--- src/rtl/fft_axis_master_if_pkg.sv ---
// Shared constants and types for the FFT AXI4-Stream output path.
// Default widths, FIFO sizing and the transmit FSM state encoding.
package axi_stream_pckg;

  localparam int VLW_WDT           = 64;
  localparam int M_TDATA_WDT       = 32;
  localparam int M_FIFO_SIZE       = 16;
  localparam int M_FIFO_ADDR_WDT   = $clog2(M_FIFO_SIZE);
  localparam int C_FFT_SIZE_LOG2   = 12;
  localparam int FFT_MEM_SIZE      = 1 << C_FFT_SIZE_LOG2;
  localparam int OUTPUT_MEM_OFFSET = 0;
  localparam int M_IF_BUFFER_SIZE  = VLW_WDT / M_TDATA_WDT;
  localparam int M_PACKET_CNT      = FFT_MEM_SIZE * M_IF_BUFFER_SIZE;
  localparam int M_FIFO_WR_FINAL   = (M_PACKET_CNT - 1) % M_FIFO_SIZE;

  typedef enum logic [1:0] {
    IDLE,
    READ,
    DRAIN
  } m_if_state_t;

endpackage

--- src/rtl/fft_axis_master_if_fifo.sv ---
// Synchronous first-word-fall-through FIFO, async active-high reset.
// Ports: push/push_data in, pop in, head out (current entry), full/empty/count.
module axis_sync_fifo #(
  parameter int WDT   = 33,
  parameter int DEPTH = 16
) (
  input  logic                   clk,
  input  logic                   rst,
  input  logic                   push,
  input  logic [WDT-1:0]         push_data,
  input  logic                   pop,
  output logic [WDT-1:0]         head,
  output logic                   full,
  output logic                   empty,
  output logic [$clog2(DEPTH):0] count
);

  localparam int AW = $clog2(DEPTH);

  logic [WDT-1:0] mem [DEPTH];
  logic [AW-1:0]  wr_ptr;
  logic [AW-1:0]  rd_ptr;
  logic           do_push;
  logic           do_pop;

  assign full    = count == (AW+1)'(DEPTH);
  assign empty   = count == '0;
  assign do_pop  = pop && !empty;
  // A full FIFO still accepts a push when a pop frees a slot.
  assign do_push = push && (!full || do_pop);
  assign head    = mem[rd_ptr];

  always_ff @(posedge clk or posedge rst) begin
    if (rst) begin
      wr_ptr <= '0;
      rd_ptr <= '0;
      count  <= '0;
      for (int i = 0; i < DEPTH; i++) begin
        mem[i] <= '0;
      end
    end else begin
      if (do_push) begin
        mem[wr_ptr] <= push_data;
        wr_ptr      <= wr_ptr + AW'(1);
      end
      if (do_pop) begin
        rd_ptr <= rd_ptr + AW'(1);
      end
      unique case ({do_push, do_pop})
        2'b10:   count <= count + (AW+1)'(1);
        2'b01:   count <= count - (AW+1)'(1);
        default: count <= count;
      endcase
    end
  end

endmodule

--- src/rtl/fft_axis_master_if.sv ---
// FFT result streamer: reads frame words, splits into beats, AXIS master.
// Ports: start/busy/done control, mem_rd_* read port, m_axis_* stream.
module fft_axis_master_if #(
  parameter int VLW_WDT           = axi_stream_pckg::VLW_WDT,
  parameter int M_TDATA_WDT       = axi_stream_pckg::M_TDATA_WDT,
  parameter int M_FIFO_SIZE       = axi_stream_pckg::M_FIFO_SIZE,
  parameter int C_FFT_SIZE_LOG2   = axi_stream_pckg::C_FFT_SIZE_LOG2,
  parameter int OUTPUT_MEM_OFFSET = axi_stream_pckg::OUTPUT_MEM_OFFSET
) (
  input  logic                       clk,
  input  logic                       rst,
  input  logic                       start,
  output logic                       busy,
  output logic                       done,
  output logic                       mem_rd_en,
  output logic [C_FFT_SIZE_LOG2-1:0] mem_rd_addr,
  input  logic [VLW_WDT-1:0]         mem_rd_data,
  output logic [M_TDATA_WDT-1:0]     m_axis_tdata,
  output logic                       m_axis_tvalid,
  input  logic                       m_axis_tready,
  output logic                       m_axis_tlast
);

  import axi_stream_pckg::*;

  localparam int BEATS = VLW_WDT / M_TDATA_WDT;
  localparam int PKT   = (1 << C_FFT_SIZE_LOG2) * BEATS;
  localparam int CW    = C_FFT_SIZE_LOG2 + $clog2(BEATS);
  localparam int AW    = $clog2(M_FIFO_SIZE);
  localparam int SW    = $clog2(BEATS) + 1;
  localparam int LW    = C_FFT_SIZE_LOG2;

  localparam logic [CW-1:0] LAST_BEAT = CW'(PKT - 1);
  localparam logic [LW-1:0] LAST_WORD = '1;
  localparam logic [LW-1:0] ADDR_BASE = LW'(OUTPUT_MEM_OFFSET);

  m_if_state_t state, state_nx;

  logic [LW-1:0]          rd_idx;
  logic                   rd_vld;
  logic [VLW_WDT-1:0]     sreg;
  logic [SW-1:0]          ser_left;
  logic [CW-1:0]          push_cnt;
  logic [CW-1:0]          beat_cnt;
  logic                   issue;
  logic                   can_issue;
  logic                   hs;
  logic                   frame_end;
  logic                   push;
  logic [M_TDATA_WDT:0]   push_data;
  logic [M_TDATA_WDT:0]   head;
  logic                   fifo_full;
  logic                   fifo_empty;
  logic [AW:0]            fifo_count;
  int                     ser_pend;
  int                     pend;
  int                     free_slots;

  // Serializer: first beat goes straight from the memory bus,
  // the rest come from the shift register, MS half first.
  assign push = rd_vld || (ser_left != '0);
  assign push_data = {
    rd_vld ? mem_rd_data[VLW_WDT-1 -: M_TDATA_WDT]
           : sreg[VLW_WDT-1 -: M_TDATA_WDT],
    push_cnt == LAST_BEAT
  };

  assign m_axis_tvalid = !fifo_empty;
  assign m_axis_tdata  = head[M_TDATA_WDT:1];
  assign m_axis_tlast  = head[0] && !fifo_empty;
  assign hs            = m_axis_tvalid && m_axis_tready;
  assign frame_end     = hs && (beat_cnt == LAST_BEAT);
  assign busy          = state != IDLE;

  // Credit check: beats still to land in the FIFO are the read in
  // flight plus what the serializer holds (incl. this cycle's push).
  // The serializer must also be idle by the time new data returns.
  always_comb begin
    ser_pend   = rd_vld ? BEATS : int'(ser_left);
    pend       = ser_pend + (mem_rd_en ? BEATS : 0);
    free_slots = M_FIFO_SIZE - int'(fifo_count);
    can_issue  = !mem_rd_en && !fifo_full && (ser_pend <= 2) &&
                 ((free_slots - pend) >= BEATS);
  end

  always_comb begin
    state_nx = state;
    issue    = 1'b0;
    unique case (state)
      IDLE: begin
        if (start) begin
          issue    = can_issue;
          state_nx = (issue && rd_idx == LAST_WORD) ? DRAIN : READ;
        end
      end
      READ: begin
        issue = can_issue;
        if (issue && rd_idx == LAST_WORD) begin
          state_nx = DRAIN;
        end
      end
      DRAIN: begin
        if (frame_end) begin
          state_nx = IDLE;
        end
      end
      default: state_nx = IDLE;
    endcase
  end

  always_ff @(posedge clk or posedge rst) begin
    if (rst) begin
      state <= IDLE;
    end else begin
      state <= state_nx;
    end
  end

  always_ff @(posedge clk or posedge rst) begin
    if (rst) begin
      mem_rd_en   <= 1'b0;
      mem_rd_addr <= '0;
      rd_idx      <= '0;
      rd_vld      <= 1'b0;
      sreg        <= '0;
      ser_left    <= '0;
      push_cnt    <= '0;
      beat_cnt    <= '0;
      done        <= 1'b0;
    end else begin
      mem_rd_en <= issue;
      rd_vld    <= mem_rd_en;
      done      <= frame_end;
      if (issue) begin
        mem_rd_addr <= ADDR_BASE + rd_idx;
        rd_idx      <= rd_idx + LW'(1);
      end
      if (rd_vld) begin
        sreg     <= mem_rd_data << M_TDATA_WDT;
        ser_left <= SW'(BEATS - 1);
      end else if (ser_left != '0) begin
        sreg     <= sreg << M_TDATA_WDT;
        ser_left <= ser_left - SW'(1);
      end
      if (push) begin
        push_cnt <= push_cnt + CW'(1);
      end
      if (hs) begin
        beat_cnt <= beat_cnt + CW'(1);
      end
    end
  end

  axis_sync_fifo #(
    .WDT   (M_TDATA_WDT + 1),
    .DEPTH (M_FIFO_SIZE)
  ) u_fifo (
    .clk       (clk),
    .rst       (rst),
    .push      (push),
    .push_data (push_data),
    .pop       (hs),
    .head      (head),
    .full      (fifo_full),
    .empty     (fifo_empty),
    .count     (fifo_count)
  );

endmodule

--- config.mk ---
export PLATFORM = sky130hd
export DESIGN_NAME = fft_axis_master_if
export DESIGN_NICKNAME = d
export VERILOG_FILES = /design/src/rtl/fft_axis_master_if_pkg.sv /design/src/rtl/fft_axis_master_if_fifo.sv /design/src/rtl/fft_axis_master_if.sv
export SDC_FILE = /design/constraint.sdc
export NUM_CORES = 1
export LEC_CHECK = 0
export ABC_AREA = 1
export BUFFER_PORTS_ARGS = -buffer_cell sky130_fd_sc_hd__buf_2
export CAP_MARGIN = 15
export CORE_ASPECT_RATIO = 1.25
export CORE_MARGIN = 1
export CORE_UTILIZATION = 40
export DETAILED_ROUTE_END_ITERATION = 16
export GPL_TIMING_DRIVEN = 0
export MAX_ROUTING_LAYER = met4
export SLEW_MARGIN = 30
export SYNTH_ARGS = -nofsm -noshare
export SYNTH_HDL_FRONTEND = slang
export SYNTH_HIERARCHICAL = 1
export SYNTH_SLANG_ARGS = --single-unit
--- constraint.sdc ---
create_clock -name clk -period 21 [get_ports clk]
set_clock_uncertainty 0.2 [all_clocks]
set_input_delay 2.1 -clock clk [delete_from_list [all_inputs] [get_ports clk]]
set_output_delay 2.1 -clock clk [all_outputs]
set_load 0.005 [all_outputs]
==> results.py <==
metrics = {
    "floorplanning": {
        "initial_utilization_pct": 40.4,
        "coreArea_um2": 72100,
        "fp.dieW_um": 243,
        "die_area_um2": 73900,
        "die_h_um": 304,
        "rows": 110,
        "pin_count": 117,
    },
    "clock_tree": {
        "root_buffer": "clkbuf_16",
        "tritoncts": "built",
        "hold_buffers": 0,
        "cts_made_buffers": 67,
        "clk_latency_ns": 0.61,
        "postCtsResizedCells": 0,
        "clock_path_buffers": 3,
        "h-tree-depth": 3,
        "clock-sinks": 630,
        "clk_pin_slew_worst_paths_ns": 0.06,
        "postCtsSetupRepairBufs": 0,
    },
    "global_route": {
        "antenna_found_initial": 1,
        "grt_max_degree": 89,
        "grt.overflow.total": 0,
        "use_met2_pct": 47.7,
        "gr-usage-met3_pct": 4.31,
        "grt.busiest_layer": "met2",
        "globalRouteTotalUtil_pct": 29.9,
        "grt_use_met1_pct": 35.6,
        "grt_pass1_wl_mm": 160,
        "first_global_vias": 24900,
    },
    "sta": {
        "rsz0062_at_grt": "no",
        "worst_pin_slew_ns": 1.11,
        "slew_headroom_pct": 26.1,
        "fmax_ghz": 0.167,
        "period_needed_ns": 5.98,
        "min_period_over_period_pct": 28.5,
        "timing.hold.ws_ns": 0.270,
        "slew_violations": 0,
        "finalHoldViolations": 0,
        "setup_viol": 0,
    },
    "pwr": {
        "powerDensity_nw_per_um2": 181,
        "finalPower_uw": 6060,
        "p_leak_uw": 0.0155,
        "vdd_drop_max_mv": 0.0856,
    },
    "hold_path": {
        "hp-class": "flop to flop",
        "whs_path_depth": 1,
        "min_to": "beat_cnt[11]",
        "min_from": "beat_cnt[11]",
    },
    "cells_and_area": {
        "final_common_cell": "o21ai_0",
        "nets": 3744,
        "fin_util_pct": 46.5,
        "area_delta_synth_final_pct": 15.1,
        "drive_above_1_share_pct": 10.3,
        "instances_no_fill": 4659,
        "most-common-layout-cells": "o21ai_0, nand2_1, dfrtp_1",
        "fin_area_um2": 33500,
    },
    "yosys": {
        "synth_top_area_share_pct": 54.1,
        "ys_top_cells_by_area": "dfrtp_1, o21ai_0, nand2_1",
        "synth_fp_nets": 3550,
        "synth_warnings": 6,
        "netlist_area_um2": 29100,
        "synth-seq-area-share_pct": 54.1,
        "yosysTopAreaCell": "dfrtp_1",
        "ys_types": 35,
        "postSynthCellCount": 3463,
        "synth_area_per_cell_um2": 8.42,
        "ys_ff_latch": 630,
    },
    "critical_path": {
        "arrival_ns": 3.68,
        "cp.required_ns": 18.70,
        "start_kind": "flop",
        "worstReg2RegEnd": "state[1]",
        "r2r_cells": 18,
        "reg2reg_slack_ns": 16.98,
        "crit_start": "u_fifo/rd_ptr[1]",
        "endpoint_kind": "output port",
        "worst-path-max-fanout": 10,
        "crit-reg2reg-launch": "rd_vld",
        "crit_type": "flop to output port",
    },
    "placement": {
        "dpl.cell_count": 4540,
        "gp_congestion": 0.966,
        "buffer_ports.inserted": 116,
        "place_area_um2": 31200,
        "dp_hpwl_mm": 77.6,
    },
    "status": {
        "status": "complete, no violations",
    },
    "detailed_routing": {
        "antenna_left": 0,
        "drt_first_iter_violations": 2501,
        "dr.pass1.iters": 6,
        "viasPerCell": 5.48,
        "wl_mm": 107,
        "wl_per_cell_um": 22.9,
        "via_count": 25500,
        "drc": 0,
    },
    "job": {
        "cap_violations": 0,
    },
}
-- cell type report --
cell class / count / area (um2)
clock inverter: 15 / 228
timing repair buffer: 125 / 812
antenna: 1 / 2.50
buffer: 279 / 1510
clock buffer: 103 / 2130
sequential: 630 / 15800
fill: 7357 / 38600
inverter: 133 / 514
tap: 952 / 1190
multi-input combinational: 2421 / 11400
-- through the flow --
| stage | setup WS [ns] | setup TNS (ns) |
|---|---|---|
| 2_1_floorplan | 3.58 | 0 |
| 3_3_place_gp | -3.17 | -1685.90 |
| 3_5_place_dp | 15.81 | 0 |
| 4_1_cts | 15.15 | 0 |
| 5_1_grt | 15.00 | 0 |
| 6_report | 15.02 | 0 |
-- report_power, final --
part | leakage (uW) | switching, uW | internal, uW | total, uW
clock | 0.00117 | 497 | 771 | 1270
combinational | 0.00619 | 2040 | 801 | 2840
sequential | 0.00817 | 259 | 1690 | 1950
-- layer usage --
layer  wire, um  part of all wire (%)  up-vias
met5          0                     0        -
met4       7330                   6.9        0
met3       6460                   6.1      309
met2      50700                    48      983
met1      42100                    40    12400
li1           -                     -    11800
-- flip-flops by register name, indices dropped and copies added, names as in the netlist --
register       cells
sreg              32
u_fifo/rd_ptr      4
mem_rd_addr       12
u_fifo/wr_ptr      4
ser_left           2
rd_vld             1
u_fifo/mem       528
state              2
done               1
rd_idx            12
beat_cnt          13
mem_rd_en          1
push_cnt          13
u_fifo/count       5
-- cell usage after synthesis (all sizes together) --
cell type  count
o21ai        832
nand2        743
dfrtp        630
nor2         481
clkbuf       155
inv          132
o211ai       132
buf          124
nand3         96
a21oi         36
nand4         31
xor2          27
ha            17
xnor2         14
nor3           3
fa             2
nand3b         2
and3           1
clkinv         1
mux2           1
nor4           1
o31ai          1
or2            1
-- how the worst max path moves through the flow --
stage                     cells past startpoint  slack, ns              end
final                                        10      15.02     m_axis_tlast
after CTS                                    10      15.15     m_axis_tlast
after detailed placement                     10      15.81     m_axis_tlast
after floorplan                               1       3.58  u_fifo/count[0]
after global placement                        2      -3.17  u_fifo/mem[420]
after global routing                          8      15.00  m_axis_tdata[7]
-- logic make-up after synthesis --
group / synth area share (%)
buf+inv: 6.82
mux: 0.0386
flops: 54.1
fa+ha+maj: 0.867
xor+xnor: 1.23
compound gates: 18.4
simple gates: 18.6
-- critical path, cell delays in order, from the launching register on --
cell and delay (ns):
dfrtp_1 0.41, buf_2 0.28, buf_2 0.38, clkbuf_1 0.71, o21ai_0 0.21, o211ai_1 0.22
nand3_1 0.16, nand2_1 0.41, inv_1 0.08, nor2_1 0.09, buf_2 0.11
Power figures use the tool's default switching activity.
